<file path="src/rtl/bf_io_pkg.sv">
// Shared definitions for the byte-stream I/O bridge: FSM encoding and default sizes.
package bf_io_pkg;

   localparam int DEF_DATA_W    = 8;
   localparam int DEF_IN_DEPTH  = 16;
   localparam int DEF_OUT_DEPTH = 16;
   localparam int DEF_CNT_W     = 32;

   typedef enum logic [2:0] {
      ST_IDLE    = 3'd0,
      ST_RUN     = 3'd1,
      ST_WAIT_IN = 3'd2,
      ST_DRAIN   = 3'd3,
      ST_DONE    = 3'd4
   } bf_state_e;

   // States in which the core is executing and the cycle counter advances.
   function automatic logic is_active(input bf_state_e s);
      return (s == ST_RUN) || (s == ST_WAIT_IN);
   endfunction

endpackage

</file>
<file path="src/rtl/bf_io_fifo.sv">
// Synchronous FIFO with registered pointers and an occupancy count.
// A push while full is accepted only when a pop frees the slot in the same cycle;
// a pop while empty is ignored, so a simultaneous push still lands.
module bf_io_fifo
   import bf_io_pkg::*;
#(
   parameter int WIDTH = DEF_DATA_W,
   parameter int DEPTH = DEF_IN_DEPTH
) (
   input  logic                     clk,
   input  logic                     rst,
   input  logic                     push,
   input  logic [WIDTH-1:0]         wr_data,
   input  logic                     pop,
   output logic [WIDTH-1:0]         rd_data,
   output logic [$clog2(DEPTH):0]   count,
   output logic                     full,
   output logic                     empty
);

   localparam int AW = $clog2(DEPTH);
   localparam logic [AW:0] CNT_FULL = (AW+1)'(DEPTH);

   logic [WIDTH-1:0] mem [DEPTH];
   logic [AW-1:0]    wr_ptr;
   logic [AW-1:0]    rd_ptr;
   logic             do_push;
   logic             do_pop;

   assign empty   = (count == '0);
   assign full    = (count == CNT_FULL);
   assign do_pop  = pop && !empty;
   assign do_push = push && (!full || do_pop);
   assign rd_data = mem[rd_ptr];

   // Storage array; contents are don't-care until written, so no reset.
   always_ff @(posedge clk) begin
      if (do_push) mem[wr_ptr] <= wr_data;
   end

   // Pointers wrap naturally at the power-of-two depth; count tracks occupancy.
   always_ff @(posedge clk or posedge rst) begin
      if (rst) begin
         wr_ptr <= '0;
         rd_ptr <= '0;
         count  <= '0;
      end else begin
         if (do_push) wr_ptr <= wr_ptr + 1'b1;
         if (do_pop)  rd_ptr <= rd_ptr + 1'b1;
         if (do_push && !do_pop)      count <= count + 1'b1;
         else if (do_pop && !do_push) count <= count - 1'b1;
      end
   end

endmodule

</file>
<file path="src/rtl/bf_io_bridge.sv">
// Bridges a host byte stream to a core that reads/writes one cell at a time,
// with run control, drain-on-halt and an optional cycle-count timeout.
//
//  state    | meaning
//  ---------+---------------------------------------------------------------
//  IDLE     | after reset, waiting for the first cycle with en=1
//  RUN      | core executing; reads served from the input FIFO
//  WAIT_IN  | core read pending on an empty input FIFO, waiting for host data
//  DRAIN    | core halted; waiting for the host to empty the output FIFO
//  DONE     | finished (drained or timed out); terminal until reset
module bf_io_bridge
   import bf_io_pkg::*;
#(
   parameter int                DATA_W    = DEF_DATA_W,
   parameter int                IN_DEPTH  = DEF_IN_DEPTH,
   parameter int                OUT_DEPTH = DEF_OUT_DEPTH,
   parameter int                CNT_W     = DEF_CNT_W,
   parameter logic [DATA_W-1:0] EOF_VALUE = '0
) (
   input  logic              clk,
   input  logic              rst,
   input  logic              en,
   input  logic [DATA_W-1:0] host_in_data,
   input  logic              host_in_valid,
   output logic              host_in_ready,
   input  logic              host_in_eof,
   input  logic              core_rd_req,
   output logic [DATA_W-1:0] core_rd_data,
   output logic              core_rd_ack,
   input  logic              core_wr_valid,
   input  logic [DATA_W-1:0] core_wr_data,
   output logic              core_wr_ready,
   input  logic              core_halt,
   output logic [DATA_W-1:0] host_out_data,
   output logic              host_out_valid,
   input  logic              host_out_ready,
   input  logic [CNT_W-1:0]  timeout_limit,
   output logic [CNT_W-1:0]  cycle_count,
   output logic              done,
   output logic              timed_out
);

   localparam logic [CNT_W-1:0] CNT_ONE = CNT_W'(1);

   bf_state_e state;
   bf_state_e state_nxt;

   logic                     in_push;
   logic                     in_pop;
   logic                     in_full;
   logic                     in_empty;
   logic [DATA_W-1:0]        in_head;
   logic [$clog2(IN_DEPTH):0]  unused_in_count;
   logic                     out_push;
   logic                     out_pop;
   logic                     out_full;
   logic                     out_empty;
   logic [$clog2(OUT_DEPTH):0] unused_out_count;
   logic                     wr_open;
   logic                     rd_serve;
   logic                     eof_ack;
   logic                     limit_hit;
   logic                     cnt_step;

   bf_io_fifo #(.WIDTH(DATA_W), .DEPTH(IN_DEPTH)) u_in_fifo (
      .clk     (clk),
      .rst     (rst),
      .push    (in_push),
      .wr_data (host_in_data),
      .pop     (in_pop),
      .rd_data (in_head),
      .count   (unused_in_count),
      .full    (in_full),
      .empty   (in_empty)
   );

   bf_io_fifo #(.WIDTH(DATA_W), .DEPTH(OUT_DEPTH)) u_out_fifo (
      .clk     (clk),
      .rst     (rst),
      .push    (out_push),
      .wr_data (core_wr_data),
      .pop     (out_pop),
      .rd_data (host_out_data),
      .count   (unused_out_count),
      .full    (out_full),
      .empty   (out_empty)
   );

   // Host-side handshakes run in every state, independent of en.
   assign host_in_ready  = !in_full;
   assign in_push        = host_in_valid && host_in_ready;
   assign host_out_valid = !out_empty;
   assign out_pop        = host_out_valid && host_out_ready;

   // A full output FIFO still takes a write when the host drains its head that cycle.
   assign wr_open       = (state == ST_RUN) || (state == ST_WAIT_IN) || (state == ST_DRAIN);
   assign core_wr_ready = wr_open && (!out_full || out_pop);
   assign out_push      = core_wr_valid && core_wr_ready;

   assign done = (state == ST_DONE);

   // Next-state and read-service decisions; timeout beats halt, halt beats reads.
   always_comb begin
      state_nxt = state;
      rd_serve  = 1'b0;
      in_pop    = 1'b0;
      eof_ack   = 1'b0;
      limit_hit = 1'b0;
      unique case (state)
         ST_IDLE: begin
            if (en) state_nxt = ST_RUN;
         end
         ST_RUN, ST_WAIT_IN: begin
            if (en) begin
               if ((timeout_limit != '0) && (cycle_count == timeout_limit)) begin
                  limit_hit = 1'b1;
                  state_nxt = ST_DONE;
               end else if (core_halt) begin
                  state_nxt = ST_DRAIN;
               end else begin
                  // A request seen while its ack is on the bus is the same read, not a new one.
                  rd_serve = (state == ST_WAIT_IN) || (core_rd_req && !core_rd_ack);
                  if (rd_serve) begin
                     if (!in_empty) begin
                        in_pop    = 1'b1;
                        state_nxt = ST_RUN;
                     end else if (host_in_eof) begin
                        eof_ack   = 1'b1;
                        state_nxt = ST_RUN;
                     end else begin
                        state_nxt = ST_WAIT_IN;
                     end
                  end
               end
            end
         end
         ST_DRAIN: begin
            if (en && out_empty) state_nxt = ST_DONE;
         end
         ST_DONE: begin
            state_nxt = ST_DONE;
         end
         default: begin
            state_nxt = ST_IDLE;
         end
      endcase
      cnt_step = en && is_active(state) && !limit_hit;
   end

   // State register.
   always_ff @(posedge clk or posedge rst) begin
      if (rst) state <= ST_IDLE;
      else     state <= state_nxt;
   end

   // Registered read return: one-cycle ack, data held until the next served read.
   always_ff @(posedge clk or posedge rst) begin
      if (rst) begin
         core_rd_ack  <= 1'b0;
         core_rd_data <= '0;
      end else begin
         core_rd_ack <= in_pop || eof_ack;
         if (in_pop)       core_rd_data <= in_head;
         else if (eof_ack) core_rd_data <= EOF_VALUE;
      end
   end

   // Saturating run-cycle counter and sticky timeout flag.
   always_ff @(posedge clk or posedge rst) begin
      if (rst) begin
         cycle_count <= '0;
         timed_out   <= 1'b0;
      end else begin
         if (cnt_step && !(&cycle_count)) cycle_count <= cycle_count + CNT_ONE;
         if (limit_hit) timed_out <= 1'b1;
      end
   end

endmodule

</file>
<file path="config.mk">
export PLATFORM = sky130hd
export DESIGN_NAME = bf_io_bridge
export DESIGN_NICKNAME = d
export VERILOG_FILES = /design/src/rtl/bf_io_pkg.sv /design/src/rtl/bf_io_fifo.sv /design/src/rtl/bf_io_bridge.sv
export SDC_FILE = /design/constraint.sdc
export NUM_CORES = 1
export LEC_CHECK = 0
export CELL_PAD_IN_SITES_DETAIL_PLACEMENT = 1
export CELL_PAD_IN_SITES_GLOBAL_PLACEMENT = 2
export CORE_UTILIZATION = 50
export DETAILED_ROUTE_END_ITERATION = 6
export DONT_BUFFER_PORTS = 1
export PLACE_DENSITY = 0.81
export SYNTH_ARGS = -nofsm -noshare
export SYNTH_HDL_FRONTEND = slang
export SYNTH_HIERARCHICAL = 1
export SYNTH_SLANG_ARGS = --single-unit
</file>
<file path="constraint.sdc">
create_clock -name clk -period 5.1 [get_ports clk]
set_input_delay 0.255 -clock clk [delete_from_list [all_inputs] [get_ports clk]]
set_output_delay 0.255 -clock clk [all_outputs]
set_load 0.05 [all_outputs]
</file>
* Word-level counts from Yosys, hierarchy flattened
Memory sizes are Yosys's and may differ from the RTL's. Cells that the tools add are included.
Storage, ports and cells: flip-flop bits (word level) 71, RAM bits 256, word-level logic and storage cells 114, memories kept 2, output and inout port bits 54, input bits 57
Memories:
- u_in_fifo.mem | words 16, bits a word 8, rd ports 1, clocked after memory_dff 0, wr ports 1, line bf_io_fifo.sv:24 | logic [WIDTH-1:0] mem [DEPTH];
- u_out_fifo.mem | words 16, bits a word 8, rd ports 1, clocked after memory_dff 0, wr ports 1, line bf_io_fifo.sv:24
Operators by class: muxes and demuxes 35, reduce and logical (&&, ||, !) cells 46, eq/ne operators 11, $add $sub $neg 9
Operators with widths (number):
- 32-bit by 1-bit adder with 32-bit output, second input constant | 1
- 32-bit equality test | 1
- 32-bit AND reduction | 1
- 32-bit nonzero test | 1
- 1-bit two-way mux | 20
- 5-bit two-way mux | 4
- 1-bit logical AND | 18
- 3-bit two-way mux | 6
- 4-bit by 1-bit adder with 4-bit output, second input constant | 4
- 8-bit two-way mux | 2
- 3-bit case mux with 4 select lines | 1
- 1-bit logical NOT | 11
- 5-bit by 1-bit adder with 5-bit output, second input constant | 2
- 5-bit equality test, second input constant | 2
- 5-bit logical NOT | 2
- 5-bit by 1-bit subtractor with 5-bit output, second input constant | 2
- 1-bit logical OR | 7
- 3-bit by 2-bit equality test with 1-bit output, second input constant | 2
- 2-bit nonzero test | 3
- 2-bit two-way mux | 2
- 2-bit != test, second input constant | 2
- 4-bit != test, second input constant | 1
- 4-bit AND reduction | 1
- 3-bit by 1-bit equality test with 1-bit output, second input constant | 1
- 4 further kinds | 4

* Logic depth before layout (Yosys ltp)
Gate-level depths: netlist (run 1).
depth after elaboration 15, gate-level depth with buffers 15, gate-level depth less buffers 14

* Modules after synthesis
The synthesis (run 1) kept the hierarchy.
By module, submodules not included:
- bf_io_fifo | sequential area each 4169.0 µm², cells each 324, times used 2, area each 5719.2 µm²
- bf_io_bridge | sequential area each 1126.1 µm², cells each 300, times used 1, area each 2821.5 µm²

* Worst setup path after synthesis (run 1)
Ideal clock, no wire load.
path type register to register, start register u_out_fifo.count[0], end register u_out_fifo.count[4], data arrival time 3.893 ns, period minus slack after synthesis 3.973 ns, path buffers 1, stages on the path, launching flop included 16, library setup time 0.080 ns, setup slack 1.127 ns, data required time 5.020 ns, cells stage by stage dfrtp_1 > or4_4 > nor2_1 > nor2b_1 > nor2b_1 > a211oi_1 > and2_1 > o31a_1 > buf_6 > ha_1 > inv_1 > fa_1 > a21o_1 > a21oi_1 > mux2i_1 > xnor2_1
Between the ends: word-level cells in the longest chain between the ends 10, elaborated cells on any way between the ends 20, those cells by class add/sub: 2; eq/ne: 1; mux: 2; reduce/logical: 15
RTL lines:
- from (decl) | line bf_io_fifo.sv:16 | output logic [$clog2(DEPTH):0] count,
- from (signal assigned) | line bf_io_fifo.sv:50 | if (do_push && !do_pop) count <= count + 1'b1;
- from (signal assigned) | line bf_io_fifo.sv:51 | else if (do_pop && !do_push) count <= count - 1'b1;
- 5-bit logical NOT (*) | line bf_io_fifo.sv:30 | assign empty = (count == '0);
- net out_empty | line bf_io_bridge.sv:57 | logic out_empty;
- 1-bit logical NOT (*) | line bf_io_bridge.sv:92 | assign host_out_valid = !out_empty;
- 1-bit logical AND (*) | line bf_io_bridge.sv:93 | assign out_pop = host_out_valid && host_out_ready;
- net out_pop | line bf_io_bridge.sv:55 | logic out_pop;
- 1-bit logical OR (*) | line bf_io_bridge.sv:97 | assign core_wr_ready = wr_open && (!out_full || out_pop);
- 1-bit logical AND (*) | line bf_io_bridge.sv:97
- net core_wr_ready | line bf_io_bridge.sv:32 | output logic core_wr_ready,
- 1-bit logical AND (*) | line bf_io_bridge.sv:98 | assign out_push = core_wr_valid && core_wr_ready;
- net out_push | line bf_io_bridge.sv:54 | logic out_push;
- 1-bit logical AND (*) | line bf_io_fifo.sv:33 | assign do_push = push && (!full || do_pop);
- net u_out_fifo.do_push | line bf_io_fifo.sv:27 | logic do_push;
- 1-bit logical NOT | line bf_io_fifo.sv:51
- 1-bit logical AND | line bf_io_fifo.sv:51
- 2-bit nonzero test (no line)
Mark *: on every way through the listed nets, which the timed path passes. The rest lies on a longest branch. The select of a mux whose other input is x is not followed. A chain may end at the register's enable or synchronous reset.

* Worst setup path in the final report (run 1)
start register cycle_count[5], end register u_in_fifo.count[4]
Between the ends: word-level cells in the longest chain between the ends 11, elaborated cells on any way between the ends 14, those cells by class eq/ne: 1; mux: 4; reduce/logical: 9
RTL lines:
- from (decl) | line bf_io_bridge.sv:38 | output logic [CNT_W-1:0] cycle_count,
- from (signal assigned) | line bf_io_bridge.sv:174 | if (cnt_step && !(&cycle_count)) cycle_count <= cycle_count + CNT_ONE;
- 32-bit equality test (*) | line bf_io_bridge.sv:115 | if ((timeout_limit != '0) && (cycle_count == timeout_limit)) begin
- 1-bit logical AND (*) | line bf_io_bridge.sv:115
- 1-bit two-way mux (*) | line bf_io_bridge.sv:115
- 1-bit two-way mux (*) | line bf_io_bridge.sv:114 | if (en) begin
- 1-bit two-way mux (*) | line bf_io_bridge.sv:109 | unique case (state)
- net in_pop | line bf_io_bridge.sv:49 | logic in_pop;
- 1-bit logical AND (*) | line bf_io_fifo.sv:32 | assign do_pop = pop && !empty;
- 1-bit logical OR | line bf_io_fifo.sv:33
- 1-bit logical AND | line bf_io_fifo.sv:33
- 1-bit logical NOT | line bf_io_fifo.sv:51
- 1-bit logical AND | line bf_io_fifo.sv:51
- 2-bit nonzero test (no line)
- to (signal assigned) | line bf_io_fifo.sv:50
- to (signal assigned) | line bf_io_fifo.sv:51
- to (decl) | line bf_io_fifo.sv:16
Mark *: on every way through the listed nets, which the timed path passes. The rest lies on a longest branch.

==> impl_metrics.env, run 1 <==
export IMPL_worstSetupPathType="reg2reg"
export IMPL_cts_tree="done"
export IMPL_sequentialPowerShare_pct=42.8
export IMPL_die_area_um2=29200
export IMPL_fin_skew_ps=14.00
export IMPL_numCtsBuffers=36
export IMPL_slew_headroom_pct=13.48
export IMPL_synth_nets=1026
export IMPL_fillCellCount=2629
export IMPL_seq_area_frac_synth_pct=66.37
export IMPL_regArea_um2=9467
export IMPL_finalPower_mw=9.042
export IMPL_finalWirelength_um=34870
export IMPL_tns_ps=0
export IMPL_drv_cap=0
export IMPL_drc=0
export IMPL_async_reset_ff_share_pct=21.71
export IMPL_final_cell_mix="edfxtp_1, xnor2_1, dfrtp_1"
export IMPL_p_int_mw=5.744
export IMPL_ys_warn_count=6
export IMPL_antenna_found_initial=3
export IMPL_synth_edff_count=256
export IMPL_clock_sinks=327
export IMPL_fmax_ghz=0.2407
export IMPL_cp_required_ps=5540
export IMPL_endpoint_kind="register"
export IMPL_synth_cell_types=52
export IMPL_critical_path_cell_chain="xnor2_1, nand4_1, nor4_1, o211ai_1, nor4b_4, o31a_1, ha_1, inv_1, fa_1, a21o_1, a21oi_1, mux2i_1, xnor2_1"
export IMPL_clk_path_buf_depth=3
export IMPL_rsz0062_at_grt="no"
export IMPL_final_common_cell="edfxtp_1"
export IMPL_power_switching_mw=3.298
export IMPL_grt_overflow=0
export IMPL_die_width_um=170.9
export IMPL_multi_input_area_um2=4459
export IMPL_power_density_nw_per_um2=565.7
export IMPL_antenna_cells=0
export IMPL_grt_pass1_wl_um=53390
export IMPL_path_clk_slew_ps=60
export IMPL_crit_path_start_kind="register"
export IMPL_dieHeight_um=170.9
export IMPL_initial_core_util_pct=51.05
export IMPL_critical_path_peak_fanout=10
export IMPL_vias=8231
export IMPL_synth_cells=948
export IMPL_io_pins=111
export IMPL_post_cts_buffers=0
export IMPL_via_per_inst=5.952
export IMPL_wl_per_cell_um=25.21
export IMPL_syn_area_um2=14260
export IMPL_hold_class="in2reg"
export IMPL_p_leak_nw=5.657
export IMPL_final_util_pct=57.22
export IMPL_core_region_area_um2=27930
export IMPL_syn_mean_instance_area_um2=15.04
export IMPL_ys_ff_latch=327
export IMPL_pre_cts_slack_ps=943.6
export IMPL_nets=1056
export IMPL_drive_above_1_share_pct=12.84
export IMPL_fin_crit_ps=4154
export IMPL_dp_hpwl_um=23920
export IMPL_status="complete, no violations"
export IMPL_p_sw_share_pct=36.47
export IMPL_pwr_share_clk_pct=27.5
export IMPL_grt_pass1_vias=8823
export IMPL_slew_violations=0
export IMPL_insertion_delay_ps=520
export IMPL_drt_iter0_markers=599
export IMPL_finalHoldViolCount=0
export IMPL_comb_power_share_pct=29.7
export IMPL_period_share_pct=81.45
export IMPL_setup_viol=0
export IMPL_area_growth_pct=12.08
export IMPL_dr_pass1_iters=5
export IMPL_cts_root_buf="clkbuf_16"
export IMPL_globalRouteTotalUtil_pct=24.70
export IMPL_portBuffers=0
export IMPL_cts_htree_levels=2
export IMPL_worstPathArrival_ps=4600
export IMPL_synthFlopType="edfxtp_1"
export IMPL_worst_slew_pin_transition_ps=1295
export IMPL_routabilityCongestion=0.8742
export IMPL_critPathSlowestCell="dfrtp_1"
export IMPL_vdd_drop_max_mv=0.3477
export IMPL_rows=61
export IMPL_cpPeakStageDelay_ps=740
export IMPL_grt_max_degree=46
export IMPL_critPathMostFrequentCell="xnor2_1"
export IMPL_ant_nets=0
export IMPL_post_route_worst_setup_slack_ps=946.0
==> layer usage <==
metal / up-vias / track usage [%] / share of wire, %
li1: 3697 / - / -
met1: 4222 / 31.46 / 41
met2: 228 / 41.74 / 50
met3: 78 / 5.182 / 5.2
met4: 6 / 9.045 / 3.1
met5: - / 0 / 0.095
==> power groups by stage <==
stage | Clock [mW] | Combinational, mW | Sequential [mW]
after detailed placement | 0 | 2.64 | 3.93
after global placement | 0 | 2.49 | 3.88
after global routing | 2.63 | 2.91 | 3.93
after CTS | 2.54 | 2.70 | 3.88
after floorplan | 0 | 2.23 | 3.63
final | 2.48 | 2.68 | 3.87
==> final timing paths <==
| path | startpoint | cells after the start | end | slack (ps) |
|---|---|---|---|---|
| hold / removal | en | 3 | state[0] | 40 |
| hold reg to reg | u_in_fifo/count[4] | 1 | u_in_fifo/count[4] | 540 |
| min in group asynchronous | rst | 2 | u_in_fifo/rd_ptr[1] | 330 |
| max in group asynchronous | rst | 2 | cycle_count[28] | 3920 |
| setup / recovery | cycle_count[5] | 13 | u_in_fifo/count[4] | 950 |
| setup reg to reg | cycle_count[5] | 13 | u_in_fifo/count[4] | 950 |
==> state kept, by name, summed over array words and instances (netlist names) <==
name	count
u_in_fifo/rd_ptr	4
cycle_count	32
u_out_fifo/mem	128
u_in_fifo/wr_ptr	4
u_out_fifo/count	5
u_out_fifo/rd_ptr	4
timed_out	1
u_in_fifo/count	5
core_rd_data	8
u_out_fifo/wr_ptr	4
core_rd_ack	1
state	3
u_in_fifo/mem	128
==> cell families after synthesis <==
logic type                 synth area share [%]
and+or+nand+nor                           8.897
AOI/OAI and AO/OA                         5.423
xor gates and xnor gates                  4.975
adders and majority gates                 1.948
buffers and inverters                     2.395
DFF                                       66.37
muxes                                     9.994
==> what timing repair did <==
item                      4_1_cts  5_1_grt
resized for setup               0        0
hold buffers                   17        0
hold endpoints to repair      327        0
==> per-stage QoR <==
stage	instances	hold slack, ps	area [um^2]
after floorplan	948	132.0	14260
after global placement	1301	191.4	14680
after detailed placement	1301	201.8	14680
after CTS	1383	13.97	15980
after global routing	1383	66.57	15980
final	1383	40.27	15980
==> worst max-delay path: cells and delay by family (launching register included) <==
kind / cells / cell delay, ps
flops: 1 / 740
mux: 1 / 260
simple gates: 3 / 840
buf+inv: 1 / 120
fa+ha+maj: 2 / 690
xor+xnor: 2 / 380
compound gates: 4 / 1060
==> Yosys cell counts (all sizes together), types with 2 or more instances <==
library cell,count,share of area (%)
mux4,32,5.1
a21oi,6,0.21
a221oi,32,2.0
nor4,13,0.68
nor2b,8,0.35
xor2,3,0.18
dfrtp,71,12
and3,13,0.57
o31a,2,0.12
ha,19,1.7
o21ai,27,0.95
o21a,2,0.11
nand2,54,1.5
clkbuf,14,0.37
buf,35,1.3
a22o,8,0.49
or4,2,0.16
xnor2,78,4.8
nor4b,3,0.29
mux2,3,0.24
a21o,6,0.33
nand3,27,0.95
edfxtp,256,54
nand2b,4,0.18
nor3,17,0.60
fa,2,0.28
nor2,51,1.4
nand4,30,1.4
and4,4,0.25
and2,6,0.26
mux2i,67,4.7
inv,26,0.68
a22oi,17,0.89
==> area by class of cell <==
class,count,area share (%)
clock buffer,49,6.325
inverter,26,0.6106
clock inverter,16,0.7828
sequential,327,59.23
tap,378,2.959
timing repair buffer,41,2.192
multi-input combinational,546,27.90
Note: power is estimated with default switching activity, not from simulation.
==> run 2: changes to the inputs <==
--- a/config.mk
+++ b/config.mk
@@ -7,10 +7,10 @@
 export LEC_CHECK = 0
 export CELL_PAD_IN_SITES_DETAIL_PLACEMENT = 1
 export CELL_PAD_IN_SITES_GLOBAL_PLACEMENT = 2
-export CORE_UTILIZATION = 50
+export CORE_UTILIZATION = 42
 export DETAILED_ROUTE_END_ITERATION = 6
 export DONT_BUFFER_PORTS = 1
-export PLACE_DENSITY = 0.81
+export PLACE_DENSITY = 0.72
 export SYNTH_ARGS = -nofsm -noshare
 export SYNTH_HDL_FRONTEND = slang
 export SYNTH_HIERARCHICAL = 1
==> constraint.sdc (replaced) <==
create_clock -name clk -period 3.8 [get_ports clk]
set_input_delay 0.19 -clock clk [delete_from_list [all_inputs] [get_ports clk]]
set_output_delay 0.19 -clock clk [all_outputs]
set_load 0.05 [all_outputs]
==> impl_metrics.env, run 2 (same netlist as run 1, synthesis figures left out) <==
export IMPL_hold_class="in2reg"
export IMPL_numCtsBuffers=38
export IMPL_grt_pass1_vias=8777
export IMPL_die_area_um2=34690
export IMPL_post_route_worst_setup_slack_ps=306.3
export IMPL_post_place_cells=1399
export IMPL_clock_sinks=327
export IMPL_worst_slew_pin_transition_ps=1165
export IMPL_worstPathArrival_ps=3940
export IMPL_worstSetupPathType="reg2reg"
export IMPL_post_cts_buffers=0
export IMPL_r2r_start="u_out_fifo/count[0]"
export IMPL_antenna_cells=0
export IMPL_final_cell_mix="edfxtp_1, xnor2_1, dfrtp_1"
export IMPL_r2r_end="u_out_fifo/count[4]"
export IMPL_ant_nets=0
export IMPL_dieHeight_um=186.3
export IMPL_final_util_pct=48.91
export IMPL_cts_root_buf="clkbuf_16"
export IMPL_instances_no_fill=1483
export IMPL_power_density_nw_per_um2=758.0
export IMPL_fin_skew_ps=12.57
export IMPL_area_growth_pct=14.73
export IMPL_vias=8339
export IMPL_slew_violations=0
export IMPL_critical_path_peak_fanout=5
export IMPL_postPlaceCellArea_um2=15000
export IMPL_sequentialPowerShare_pct=40.6
export IMPL_antenna_found_initial=1
export IMPL_slew_headroom_pct=21.73
export IMPL_fin_crit_ps=3494
export IMPL_drt_iter0_markers=553
export IMPL_critPathSlowestCell="or4_4"
export IMPL_rows=67
export IMPL_cp_top_family="simple AND/OR/NAND/NOR gates"
export IMPL_setup_viol=0
export IMPL_cp_num_buf_inv=1
export IMPL_portBuffers=0
export IMPL_critical_path_cell_chain="or4_4, nor2_1, nor2b_1, nor2b_1, a211oi_2, and2_1, o31a_1, ha_1, inv_1, ha_1, a21o_1, a21oi_1, mux2i_1, xnor2_1"
export IMPL_core_region_area_um2=33450
export IMPL_comb_power_share_pct=31.4
export IMPL_power_switching_mw=4.512
export IMPL_grt_pass1_wl_um=53850
export IMPL_wl_per_cell_um=24.31
export IMPL_holdPathEnd="state[1]"
export IMPL_finalHoldViolCount=0
export IMPL_rsz0062_at_grt="no"
export IMPL_cts_tree="done"
export IMPL_crit_start="u_out_fifo/count[0]"
export IMPL_drv_cap=0
export IMPL_dp_hpwl_um=24520
export IMPL_globalRouteTotalUtil_pct=20.95
export IMPL_cts_htree_levels=2
export IMPL_hp_start="en"
export IMPL_endpoint_kind="register"
export IMPL_grt_max_degree=46
export IMPL_nets=1087
export IMPL_final_area_um2=16360
export IMPL_p_sw_share_pct=36.38
export IMPL_via_per_inst=5.623
export IMPL_reg_largest_list="u_in_fifo/mem x128, u_out_fifo/mem x128, cycle_count x32"
export IMPL_die_width_um=186.3
export IMPL_hold_depth=3
export IMPL_drc=0
export IMPL_path_clk_slew_ps=60
export IMPL_pwr_share_clk_pct=28.0
export IMPL_vdd_drop_max_mv=0.4558
export IMPL_final_common_cell="edfxtp_1"
export IMPL_clk_path_buf_depth=3
export IMPL_rr_worst_depth=14
export IMPL_fmax_ghz=0.2862
export IMPL_period_share_pct=91.94
export IMPL_initial_core_util_pct=42.63
export IMPL_p_leak_nw=5.845
export IMPL_p_int_mw=7.890
export IMPL_finalWirelength_um=36050
export IMPL_status="complete, no violations"
export IMPL_routabilityCongestion=0.8058
export IMPL_crit_path_start_kind="register"
export IMPL_pre_cts_slack_ps=231.8
export IMPL_tns_ps=0
export IMPL_dr_pass1_iters=5
export IMPL_insertion_delay_ps=530
export IMPL_cpPeakStageDelay_ps=590
export IMPL_multi_input_area_um2=4459
export IMPL_fillCellCount=3237
export IMPL_io_pins=111
export IMPL_grt_overflow=0
export IMPL_r2r_slack_ps=310
export IMPL_cp_required_ps=4250
export IMPL_drive_above_1_share_pct=15.56
export IMPL_regArea_um2=9467
-- run 2: how the worst max path moves through the flow --
stage	to	slack, ps	cells after the start
3_3_place_gp	u_out_fifo/count[4]	300	14
3_5_place_dp	u_in_fifo/mem[0][3]	230	8
2_1_floorplan	u_out_fifo/count[4]	350	15
5_1_grt	u_out_fifo/count[4]	70	14
6_report	u_out_fifo/count[4]	310	14
4_1_cts	u_out_fifo/count[4]	280	14
-- run 2: timing repair --
action | CTS | global route
endpoints found under the hold margin | 328 | 0
hold buffers | 18 | 0
resized for setup | 0 | 0
-- run 2: worst register-to-register path, cell delays in order (launching register included) --
cell      delay, ps
dfrtp_1         430
or4_4           590
nor2_1          270
nor2b_1         140
nor2b_1         180
a211oi_2         70
and2_1          180
o31a_1          130
ha_1            220
inv_1           170
ha_1            300
a21o_1          170
a21oi_1         180
mux2i_1         250
xnor2_1         130
-- run 2: stage by stage --
step	hold WS (ps)	total power, mW
6_report	21.77	12.40
4_1_cts	17.41	12.54
5_1_grt	51.29	13.01
3_5_place_dp	172.9	8.969
2_1_floorplan	66.96	7.865
3_3_place_gp	163.0	8.887
-- run 2: routing by layer --
layer	track usage, %	part of all wire, %	up-vias
li1	-	-	3770
met1	29.35	45	4344
met2	34.09	48	189
met3	3.777	5.3	34
met4	4.656	1.2	2
met5	0	0.036	-
-- run 2: power groups by stage --
stage	combinational, mW	clock (mW)	sequential (mW)
3_5_place_dp	3.86	0	5.11
3_3_place_gp	3.80	0	5.09
5_1_grt	4.23	3.67	5.11
2_1_floorplan	3.00	0	4.87
4_1_cts	3.94	3.55	5.04
6_report	3.90	3.47	5.04
-- run 2: final cells by class --
class	count	share of cell area [%]
sequential	327	57.86
multi-input combinational	546	27.26
clock inverter	22	1.269
tap	448	3.426
clock buffer	44	5.950
inverter	26	0.5965
timing repair buffer	70	3.640
==> run 3: changes to the inputs <==
--- a/config.mk
+++ b/config.mk
@@ -5,12 +5,10 @@
 export SDC_FILE = /design/constraint.sdc
 export NUM_CORES = 1
 export LEC_CHECK = 0
-export CELL_PAD_IN_SITES_DETAIL_PLACEMENT = 1
-export CELL_PAD_IN_SITES_GLOBAL_PLACEMENT = 2
-export CORE_UTILIZATION = 42
+export CORE_UTILIZATION = 57
 export DETAILED_ROUTE_END_ITERATION = 6
 export DONT_BUFFER_PORTS = 1
-export PLACE_DENSITY = 0.72
+export PLACE_DENSITY = 0.71
 export SYNTH_ARGS = -nofsm -noshare
 export SYNTH_HDL_FRONTEND = slang
 export SYNTH_HIERARCHICAL = 1
==> constraint.sdc (replaced) <==
create_clock -name clk -period 3.8 [get_ports clk]
set_input_delay 0.19 -clock clk [delete_from_list [all_inputs] [get_ports clk]]
set_output_delay 0.19 -clock clk [all_outputs]
set_load 0.1 [all_outputs]
==> impl_metrics.env, run 3 (same netlist as run 1, synthesis figures left out) <==
export IMPL_reg_largest_list="u_in_fifo/mem x128, u_out_fifo/mem x128, cycle_count x32"
export IMPL_r2r_start="state[1]"
export IMPL_finalWirelength_um=30730
export IMPL_vias=8335
export IMPL_area_growth_pct=13.71
export IMPL_dr_pass1_iters=5
export IMPL_cp_required_ps=4220
export IMPL_die_area_um2=25650
export IMPL_finalHoldViolCount=0
export IMPL_grt_pass1_vias=8249
export IMPL_drt_iter0_markers=857
export IMPL_slew_violations=0
export IMPL_portBuffers=0
export IMPL_via_per_inst=6.124
export IMPL_cts_hold_buf=18
export IMPL_fmax_ghz=0.2979
export IMPL_cts_resized=0
export IMPL_critical_path_peak_fanout=10
export IMPL_rows=57
export IMPL_drv_cap=0
export IMPL_instances_no_fill=1361
export IMPL_core_region_area_um2=24460
export IMPL_globalRouteTotalUtil_pct=24.38
export IMPL_post_cts_buffers=0
export IMPL_antenna_found_initial=0
export IMPL_period_share_pct=88.34
export IMPL_grt_pass1_wl_um=47490
export IMPL_p_leak_nw=5.857
export IMPL_nets=1091
export IMPL_rsz0062_at_grt="no"
export IMPL_crit_end="u_in_fifo/count[4]"
export IMPL_dp_hpwl_um=20530
export IMPL_power_density_nw_per_um2=799.0
export IMPL_cts_root_buf="clkbuf_16"
export IMPL_cts_tree="done"
export IMPL_clk_path_buf_depth=3
export IMPL_ant_nets=0
export IMPL_crit_path_start_kind="register"
export IMPL_io_pins=111
export IMPL_rr_worst_depth=13
export IMPL_clock_sinks=327
export IMPL_routabilityCongestion=0.9260
export IMPL_insertion_delay_ps=500
export IMPL_numCtsBuffers=35
export IMPL_worstPathArrival_ps=3780
export IMPL_vdd_drop_max_mv=0.5560
export IMPL_drive_above_1_share_pct=15.43
export IMPL_setup_viol=0
export IMPL_worst_slew_pin_transition_ps=1249
export IMPL_grt_max_degree=46
export IMPL_crit_start="state[1]"
export IMPL_grt_overflow=0
export IMPL_hold_class="in2reg"
export IMPL_worstSetupPathType="reg2reg"
export IMPL_drc=0
export IMPL_tns_ps=0
export IMPL_initial_core_util_pct=58.29
export IMPL_final_common_cell="edfxtp_1"
export IMPL_final_cell_mix="edfxtp_1, xnor2_1, dfrtp_1"
export IMPL_path_clk_slew_ps=60
export IMPL_r2r_end="u_in_fifo/count[4]"
export IMPL_status="complete, no violations"
export IMPL_wl_per_cell_um=22.58
export IMPL_final_util_pct=66.29
export IMPL_cts_htree_levels=2
export IMPL_dieHeight_um=160.2
export IMPL_endpoint_kind="register"
export IMPL_fillCellCount=1677
export IMPL_r2r_slack_ps=440
export IMPL_fin_skew_ps=15.21
export IMPL_finalPower_mw=12.96
export IMPL_fin_crit_ps=3357
export IMPL_slew_headroom_pct=16.09
export IMPL_post_place_cells=1282
export IMPL_hp_start="en"
export IMPL_antenna_cells=0
export IMPL_die_width_um=160.2
## run 3: cell types whose count changed in the layout (fill, tap and decap cells not counted)
| cell | before | now |
|---|---|---|
| clkinv_1 | 3 | 5 |
| clkbuf_1 | 6 | 7 |
| buf_12 | 2 | 1 |
| clkbuf_8 | 0 | 2 |
| bufinv_16 | 3 | 5 |
| clkbuf_16 | 38 | 35 |
| buf_4 | 50 | 58 |
| clkinvlp_4 | 3 | 1 |
| a211oi_2 | 1 | 0 |
| clkinv_8 | 1 | 0 |
| a211oi_4 | 0 | 1 |
| clkinv_2 | 10 | 4 |
## run 3: layout make-up
type                            instances  area (um^2)  area share (%)
Sequential cell                       327         9467           58.38
Multi-Input combinational cell        546         4467           27.55
Clock buffer                           44        929.6           5.733
Timing Repair Buffer                   77        635.6           3.920
Tap cell                              324        405.4           2.500
Clock inverter                         17        214.0           1.319
Inverter                               26        97.59          0.6019
## run 3: layer usage
layer	global-route usage, %	part of all wire [%]	vias up
met2	39.86	49	348
met5	0	0	-
met1	34.77	43	4179
li1	-	-	3771
met3	3.792	6.6	37
met4	5.628	1.5	0
## run 3: per-stage QoR
stage	setup WS, ps	hold slack (ps)	area [um^2]
floorplan	30.40	66.96	14270
global placement	385.9	131.9	14890
detailed placement	341.5	132.6	14890
CTS	429.3	25.24	16220
global route	194.0	53.28	16220
finish	443.0	30.87	16220
## run 3: how the worst min path moves through the flow
| stage | end | slack (ps) | cells after the start |
|---|---|---|---|
| after global routing | state[0] | 50 | 3 |
| after floorplan | u_in_fifo/count[0] | 70 | 1 |
| final | state[0] | 30 | 3 |
| after global placement | u_in_fifo/wr_ptr[2] | 130 | 1 |
| after CTS | state[0] | 30 | 3 |
| after detailed placement | u_in_fifo/wr_ptr[2] | 130 | 1 |
## run 3: critical path, stage by stage (launching register included)
cell	delay (ps)
dfrtp_1	460
inv_1	160
nor3_1	200
o21ai_0	180
nor4b_4	560
o21a_1	280
inv_1	100
ha_1	200
inv_1	150
ha_1	300
a21o_1	170
a21oi_1	170
mux2i_1	230
xnor2_1	130
## run 3: where the power goes
part | total [mW] | switching [mW] | leakage [nW] | internal [mW]
Sequential | 5.13 | 0.769 | 3.22 | 4.37
Combinational | 4.44 | 2.90 | 2.08 | 1.55
Clock | 3.38 | 1.31 | 0.557 | 2.07
